===== src/rtl/alu_seq.sv =====
// ---------------------------------------------------------------------------
// alu_seq
// Handshaked ALU: AND/OR/ADD/SLT/XOR in one cycle, iterative shift-add MUL,
// registered result and carry/overflow/zero flags, valid/ready on both sides.
// Revision: 1.0 - initial release
// ---------------------------------------------------------------------------
`default_nettype none

module alu_seq #(
  parameter int WIDTH = 32
) (
  input  logic             clk,
  input  logic             rst_n,
  input  logic             in_valid,
  output logic             in_ready,
  input  logic [WIDTH-1:0] a,
  input  logic [WIDTH-1:0] b,
  input  logic             cin,
  input  logic             ainvert,
  input  logic             binvert,
  input  logic [2:0]       op,
  output logic             out_valid,
  input  logic             out_ready,
  output logic [WIDTH-1:0] result,
  output logic             cout,
  output logic             overflow,
  output logic             zero
);

  localparam logic [2:0] OP_AND = 3'd0;
  localparam logic [2:0] OP_OR  = 3'd1;
  localparam logic [2:0] OP_ADD = 3'd2;
  localparam logic [2:0] OP_SLT = 3'd3;
  localparam logic [2:0] OP_XOR = 3'd4;
  localparam logic [2:0] OP_MUL = 3'd5;

  localparam int            CW       = $clog2(WIDTH + 1);
  localparam logic [CW-1:0] CNT_LAST = CW'(WIDTH);
  localparam logic [CW-1:0] CNT_ONE  = CW'(1);

  typedef enum logic [1:0] {
    S_IDLE = 2'd0,
    S_MUL  = 2'd1,
    S_DONE = 2'd2
  } state_t;

  state_t               state_q;
  logic [2*WIDTH-1:0]   acc_q;
  logic [WIDTH-1:0]     mcand_q;
  logic [CW-1:0]        cnt_q;
  logic [WIDTH-1:0]     res_q;
  logic                 cout_q;
  logic                 ovf_q;
  logic                 zero_q;
  logic                 vld_q;

  logic                 accept_d;
  logic [WIDTH-1:0]     ap_d;
  logic [WIDTH-1:0]     bp_d;
  logic [WIDTH:0]       sum_d;
  logic                 add_ovf_d;
  logic [WIDTH-1:0]     alu_res_d;
  logic                 alu_cout_d;
  logic                 alu_ovf_d;
  logic [WIDTH:0]       mul_sum_d;
  logic [2*WIDTH-1:0]   acc_step_d;

  // Ready while idle, or while the held result is being taken this cycle.
  assign in_ready = (state_q == S_IDLE) || ((state_q == S_DONE) && out_ready);
  assign accept_d = in_valid && in_ready;

  assign out_valid = vld_q;
  assign result    = res_q;
  assign cout      = cout_q;
  assign overflow  = ovf_q;
  assign zero      = zero_q;

  // Single-cycle datapath on the live inputs, captured at the acceptance edge.
  always_comb begin
    ap_d       = ainvert ? ~a : a;
    bp_d       = binvert ? ~b : b;
    sum_d      = {1'b0, ap_d} + {1'b0, bp_d} + {{WIDTH{1'b0}}, cin};
    add_ovf_d  = (ap_d[WIDTH-1] == bp_d[WIDTH-1]) && (sum_d[WIDTH-1] != ap_d[WIDTH-1]);
    alu_res_d  = '0;
    alu_cout_d = 1'b0;
    alu_ovf_d  = 1'b0;
    case (op)
      OP_AND: alu_res_d = ap_d & bp_d;
      OP_OR:  alu_res_d = ap_d | bp_d;
      OP_XOR: alu_res_d = ap_d ^ bp_d;
      OP_ADD: begin
        alu_res_d  = sum_d[WIDTH-1:0];
        alu_cout_d = sum_d[WIDTH];
        alu_ovf_d  = add_ovf_d;
      end
      OP_SLT: begin
        alu_res_d  = {{(WIDTH-1){1'b0}}, sum_d[WIDTH-1] ^ add_ovf_d};
        alu_cout_d = sum_d[WIDTH];
        alu_ovf_d  = add_ovf_d;
      end
      default: ;
    endcase
  end

  // One shift-add step: add the multiplicand into the high half when the
  // multiplier LSB is set, then shift the whole accumulator right by one.
  always_comb begin
    mul_sum_d  = {1'b0, acc_q[2*WIDTH-1:WIDTH]} +
                 (acc_q[0] ? {1'b0, mcand_q} : {(WIDTH+1){1'b0}});
    acc_step_d = {mul_sum_d, acc_q[WIDTH-1:1]};
  end

  // Control FSM with registered result, flags and out_valid.
  always_ff @(posedge clk or negedge rst_n) begin
    if (!rst_n) begin
      state_q <= S_IDLE;
      acc_q   <= '0;
      mcand_q <= '0;
      cnt_q   <= '0;
      res_q   <= '0;
      cout_q  <= 1'b0;
      ovf_q   <= 1'b0;
      zero_q  <= 1'b0;
      vld_q   <= 1'b0;
    end else if (accept_d) begin
      if (op == OP_MUL) begin
        acc_q   <= {{WIDTH{1'b0}}, bp_d};
        mcand_q <= ap_d;
        cnt_q   <= '0;
        vld_q   <= 1'b0;
        state_q <= S_MUL;
      end else begin
        res_q   <= alu_res_d;
        cout_q  <= alu_cout_d;
        ovf_q   <= alu_ovf_d;
        zero_q  <= (alu_res_d == '0);
        vld_q   <= 1'b1;
        state_q <= S_DONE;
      end
    end else begin
      case (state_q)
        S_MUL: begin
          if (cnt_q == CNT_LAST) begin
            res_q   <= acc_q[WIDTH-1:0];
            cout_q  <= |acc_q[2*WIDTH-1:WIDTH];
            ovf_q   <= |acc_q[2*WIDTH-1:WIDTH];
            zero_q  <= (acc_q[WIDTH-1:0] == '0);
            vld_q   <= 1'b1;
            state_q <= S_DONE;
          end else begin
            acc_q <= acc_step_d;
            cnt_q <= cnt_q + CNT_ONE;
          end
        end
        S_DONE: begin
          if (out_ready) begin
            vld_q   <= 1'b0;
            state_q <= S_IDLE;
          end
        end
        default: ;
      endcase
    end
  end

endmodule

`default_nettype wire


===== config.mk =====
export PLATFORM = sky130hd
export DESIGN_NAME = alu_seq
export DESIGN_NICKNAME = d
export VERILOG_FILES = /design/src/rtl/alu_seq.sv
export SDC_FILE = /design/constraint.sdc
export NUM_CORES = 1
export LEC_CHECK = 0
export CAP_MARGIN = 10
export CORE_UTILIZATION = 35
export DETAILED_ROUTE_END_ITERATION = 8
export PLACE_DENSITY_LB_ADDON = 0.15
export SLEW_MARGIN = 40
export SYNTH_ARGS = -nofsm -noshare
export SYNTH_HDL_FRONTEND = slang
export SYNTH_SLANG_ARGS = --single-unit
export TNS_END_PERCENT = 1

===== constraint.sdc =====
create_clock -name clk -period 3.17 [get_ports clk]
set_clock_uncertainty 0.2 [all_clocks]
set_input_delay 0.634 -clock clk [delete_from_list [all_inputs] [get_ports clk]]
set_output_delay 0.634 -clock clk [all_outputs]
set_load 0.01 [all_outputs]

==> impl_summary.txt <==
----------------------------------------------------
[Final layout]
  Final core utilization ... 0.534
  Ant diodes ... 0
  Area added between synthesis and finish ... 49.4%
  Multi-input combinational cell area ... 8440 sq um
  Fillers ... 3,134
  Most common cell after layout, fill and taps aside ... sky130_fd_sc_hd__buf_4
  Non-Filler Cell Area, Final ... 17,500 sq um
  Most used cells in the layout excluding fill and tap cells ... sky130_fd_sc_hd__buf_4, sky130_fd_sc_hd__nand2_1, sky130_fd_sc_hd__dfrtp_1
  Share of final-layout standard cells stronger than drive strength 1 ... 0.299
  FF+latch area ... 3480 sq um
  Final #Nets ... 2,017

[Power]
  Sw power ... 4.57 mW
  PnR Total Power ... 11.4 mW
  Max rail drop VDD ... 446 uV
  Leakage power total ... 8.12 nW
  Fraction of power spent switching nets ... 0.401
  Sequential Power Share ... 0.278
  Power per cell area ... 653 nW/um^2
  Combinational power share ... 0.535
  Internal power contribution ... 6.83 mW
  Clock network power share ... 0.187

[Worst setup path]
  Critical path type ... in -> reg
  Nature of the critical path endpoint ... register
  Required time of the worst setup path ... 3340 ps
  Worst-path fanout max ... 7
  CP arrival ... 3940 ps
  FF-to-FF path depth ... 14
  Kind of launch point of the worst setup path ... primary input

[Synthesis]
  Per-instance average area after synthesis ... 8.16 sq um
  Number of nets produced by synthesis ... 1,607
  Cells after Synth ... 1,432
  Post-synthesis cell area ... 11,700 sq um
  Total number of yosys warnings ... 0
  Seq/Total Area, Yosys ... 0.298
  Post-synth cell types ... 68
  Number of synthesized flops with an enable pin ... 0
  Number of flip-flops and latches in the synthesized netlist ... 139
  Top flip-flop cell by instance count after synthesis ... sky130_fd_sc_hd__dfrtp_1
  Share of synthesized registers carrying an async set or reset ... 1.00

[Detailed routing]
  Number of DRC markers after the initial detailed-route iteration ... 649
  Number of routed nets with antenna violations ... 0
  Total vias in the final route ... 11,800
  Via-to-Cell Ratio ... 5.14
  Remaining DRCs ... 0
  Total iterations of the first detailed-routing run ... 5
  Routed wirelength normalized by instance count ... 18.4 microns
  Post-detailed-routing wire length ... 42,200 microns

[Global routing]
  Met1 Track Usage GR ... 0.368
  Global-route wire length before repair ... 65,800 microns
  Met2 layer usage reported by global route ... 0.391
  Pin count of the biggest net entering global routing ... 67
  Layer carrying the most global-route usage ... met2
  GRT overflow ... 0
  Via count of the first global-routing pass ... 11,700
  GRT met3 Usage ... 0.0368
  Global-route total usage across every layer ... 0.254
  Number of antenna violations at the first check in global routing ... 0

[Die]
  Cell row count ... 66
  Die W ... 185 microns
  Area of the core ... 32,700 sq um
  IO Pins ... 111
  DIE HEIGHT ... 185 microns
  Initial cell density of the core ... 0.357
  Die Outline Area ... 34,100 sq um

[Timing]
  Min Hold Slack ... 2.10 ps
  Max-slew violation count ... 0
  Minimum clock period after layout ... 3770 ps
  RSZ-0062 raised after global routing ... yes
  Total setup violations reported at the end of the flow ... 29
  Final hold violation count ... 0
  Least-Margin Pin Slew ... 671 ps
  Part of the cycle the worst path needs ... 1.19
  Worst slew margin relative to its limit ... 0.553
  Worst-case setup margin in the final layout ... -599 ps
  Top achievable clock speed ... 0.265 GHz

[Clock tree]
  Clock latency reported for the late side of the worst-skew pair ... 450 ps
  CTS Buf Count ... 17
  CTS root buf ... sky130_fd_sc_hd__clkbuf_16
  CTS clk-pin slew, worst paths ... 70 ps
  Number of buffers inserted for hold repair after clock tree synthesis ... 0
  Clock tree from TritonCTS ... yes
  Clk buf depth ... 2
  H-Tree Depth ... 4
  Clk sinks ... 139

[Run status]
  Result of the run ... finished, violations left
  Violated checks ... setup timing

[Place]
  Post-DP Area ... 15,900 sq um
  RD Place Congestion ... 0.936
  Worst slack at placement ... -1620 ps
  Input/output buffers ... 110
  Half-perimeter wire length of the detailed placement result ... 32,700 microns

[Worst hold path]
  Type of the tightest min-delay check ... in -> async

[Flow run]
  Number of maximum-capacitance constraint violations ... 0

----------------------------------------------------
-- kinds of logic (layout without fill, tap and decap cells) --
group                      Yosys count  count (layout)  synth area share
xor gates and xnor gates           112             112            0.0840
buffers and inverters              177             599            0.0577
adders and majority gates          101             101             0.110
and+or+nand+nor                    405             405             0.163
DFF                                139             139             0.298
muxes                               62              62            0.0538
AOI/OAI and AO/OA                  436             436             0.233
-- power groups by stage --
stage	sequential [mW]	clock [mW]	combinational (mW)
final	3.17	2.13	6.10
after global routing	3.28	2.24	6.70
after CTS	3.17	2.17	5.97
after detailed placement	3.17	0	5.72
after global placement	3.18	0	5.65
after floorplan	3.08	0	2.99
-- cell type report --
| cell class | instances | share of cell area |
|---|---|---|
| Clock buffer | 18 | 0.0252 |
| Clock inverter | 13 | 0.00946 |
| Inverter | 89 | 0.0191 |
| Multi-Input combinational cell | 1116 | 0.483 |
| Sequential cell | 139 | 0.199 |
| Tap cell | 442 | 0.0317 |
| Timing Repair Buffer | 479 | 0.232 |
-- cells in the mapped netlist (all sizes together), types with 3 or more instances --
cell type  number  area, sq um
nand2         159          597
o21ai         156          781
dfrtp         139         3480
ha             98         1230
a21oi          93          465
inv            89          334
nor2           87          327
xnor2          74          648
clkbuf         66          248
mux2i          56          561
xor2           38          333
and2           33          206
a21o           30          225
o22a           30          263
buf            22         92.6
nand3          21          105
o211ai         21          158
nor4           20          138
nor3           19         95.1
nand4          16          100
a211oi         14          105
o22ai          13         81.3
a31oi          11         75.1
nor2b          11         68.8
and3           10         62.6
o21a           10         75.1
nand2b          9         56.3
o21bai          8         60.1
a211o           7         61.3
or3             7         48.8
mux2            6         67.6
o31ai           6         45.0
a22o            4         35.0
o221ai          4         35.0
o32ai           4         35.0
a2111oi         3         26.3
a311oi          3         26.3
fa              3         60.1
nor3b           3         22.5
or2             3         18.8
-- registers in the layout, indices dropped and copies added, names as in the netlist --
signal,flops
acc_q,64
state_q,2
overflow,1
cnt_q,6
cout,1
mcand_q,32
result,32
zero,1
-- metal layers --
metal	share of wire	wire (microns)	up-vias
li1	-	-	5876
met2	0.45	18800	279
met1	0.49	20700	5603
met4	0.015	643	0
met3	0.047	1990	36
met5	0	0	-
-- stage by stage --
step           setup TNS, ps  std cells
2_1_floorplan         -10770       1432
3_3_place_gp          -36670       2249
3_5_place_dp          -38200       2249
4_1_cts                -8880       2287
5_1_grt               -13460       2296
6_report               -8260       2296
-- what timing repair did --
| item | 4_1_cts | 5_1_grt |
|---|---|---|
| gates resized for setup | 111 | 61 |
| pin swaps | 60 | 41 |
| endpoints found under the setup margin | 44 | 45 |
| buffers inserted | 7 | 10 |
| cloned | 0 | 0 |
-- critical path, cell delays in order --
cell and delay [ps]:
sky130_fd_sc_hd__buf_12 120, sky130_fd_sc_hd__buf_4 140, sky130_fd_sc_hd__buf_12 140, sky130_fd_sc_hd__xnor2_2 200
sky130_fd_sc_hd__inv_2 90, sky130_fd_sc_hd__ha_4 230, sky130_fd_sc_hd__o211ai_1 330, sky130_fd_sc_hd__nand2_1 130
sky130_fd_sc_hd__o211a_1 140, sky130_fd_sc_hd__or4_4 440, sky130_fd_sc_hd__a31oi_4 160, sky130_fd_sc_hd__xor2_1 200
sky130_fd_sc_hd__o22ai_2 130, sky130_fd_sc_hd__a211o_1 320, sky130_fd_sc_hd__nor4_4 280, sky130_fd_sc_hd__nand4b_1 120
sky130_fd_sc_hd__o21ai_1 130
-- worst paths after layout --
kind                                    startpoint                       to  slack (ps)
max                                        ainvert         zero$_DFFE_PN0P_        -600
min                                          rst_n    acc_q[34]$_DFFE_PN0P_           2
max reg2reg                   acc_q[0]$_DFFE_PN0P_    acc_q[62]$_DFFE_PN0P_        -250
min reg2reg                mcand_q[17]$_DFFE_PN0P_  mcand_q[17]$_DFFE_PN0P_         270
max in group asynchronous                    rst_n    acc_q[23]$_DFFE_PN0P_        2100
min in group clk           mcand_q[17]$_DFFE_PN0P_  mcand_q[17]$_DFFE_PN0P_         270
Power figures use the tool's default switching activity.
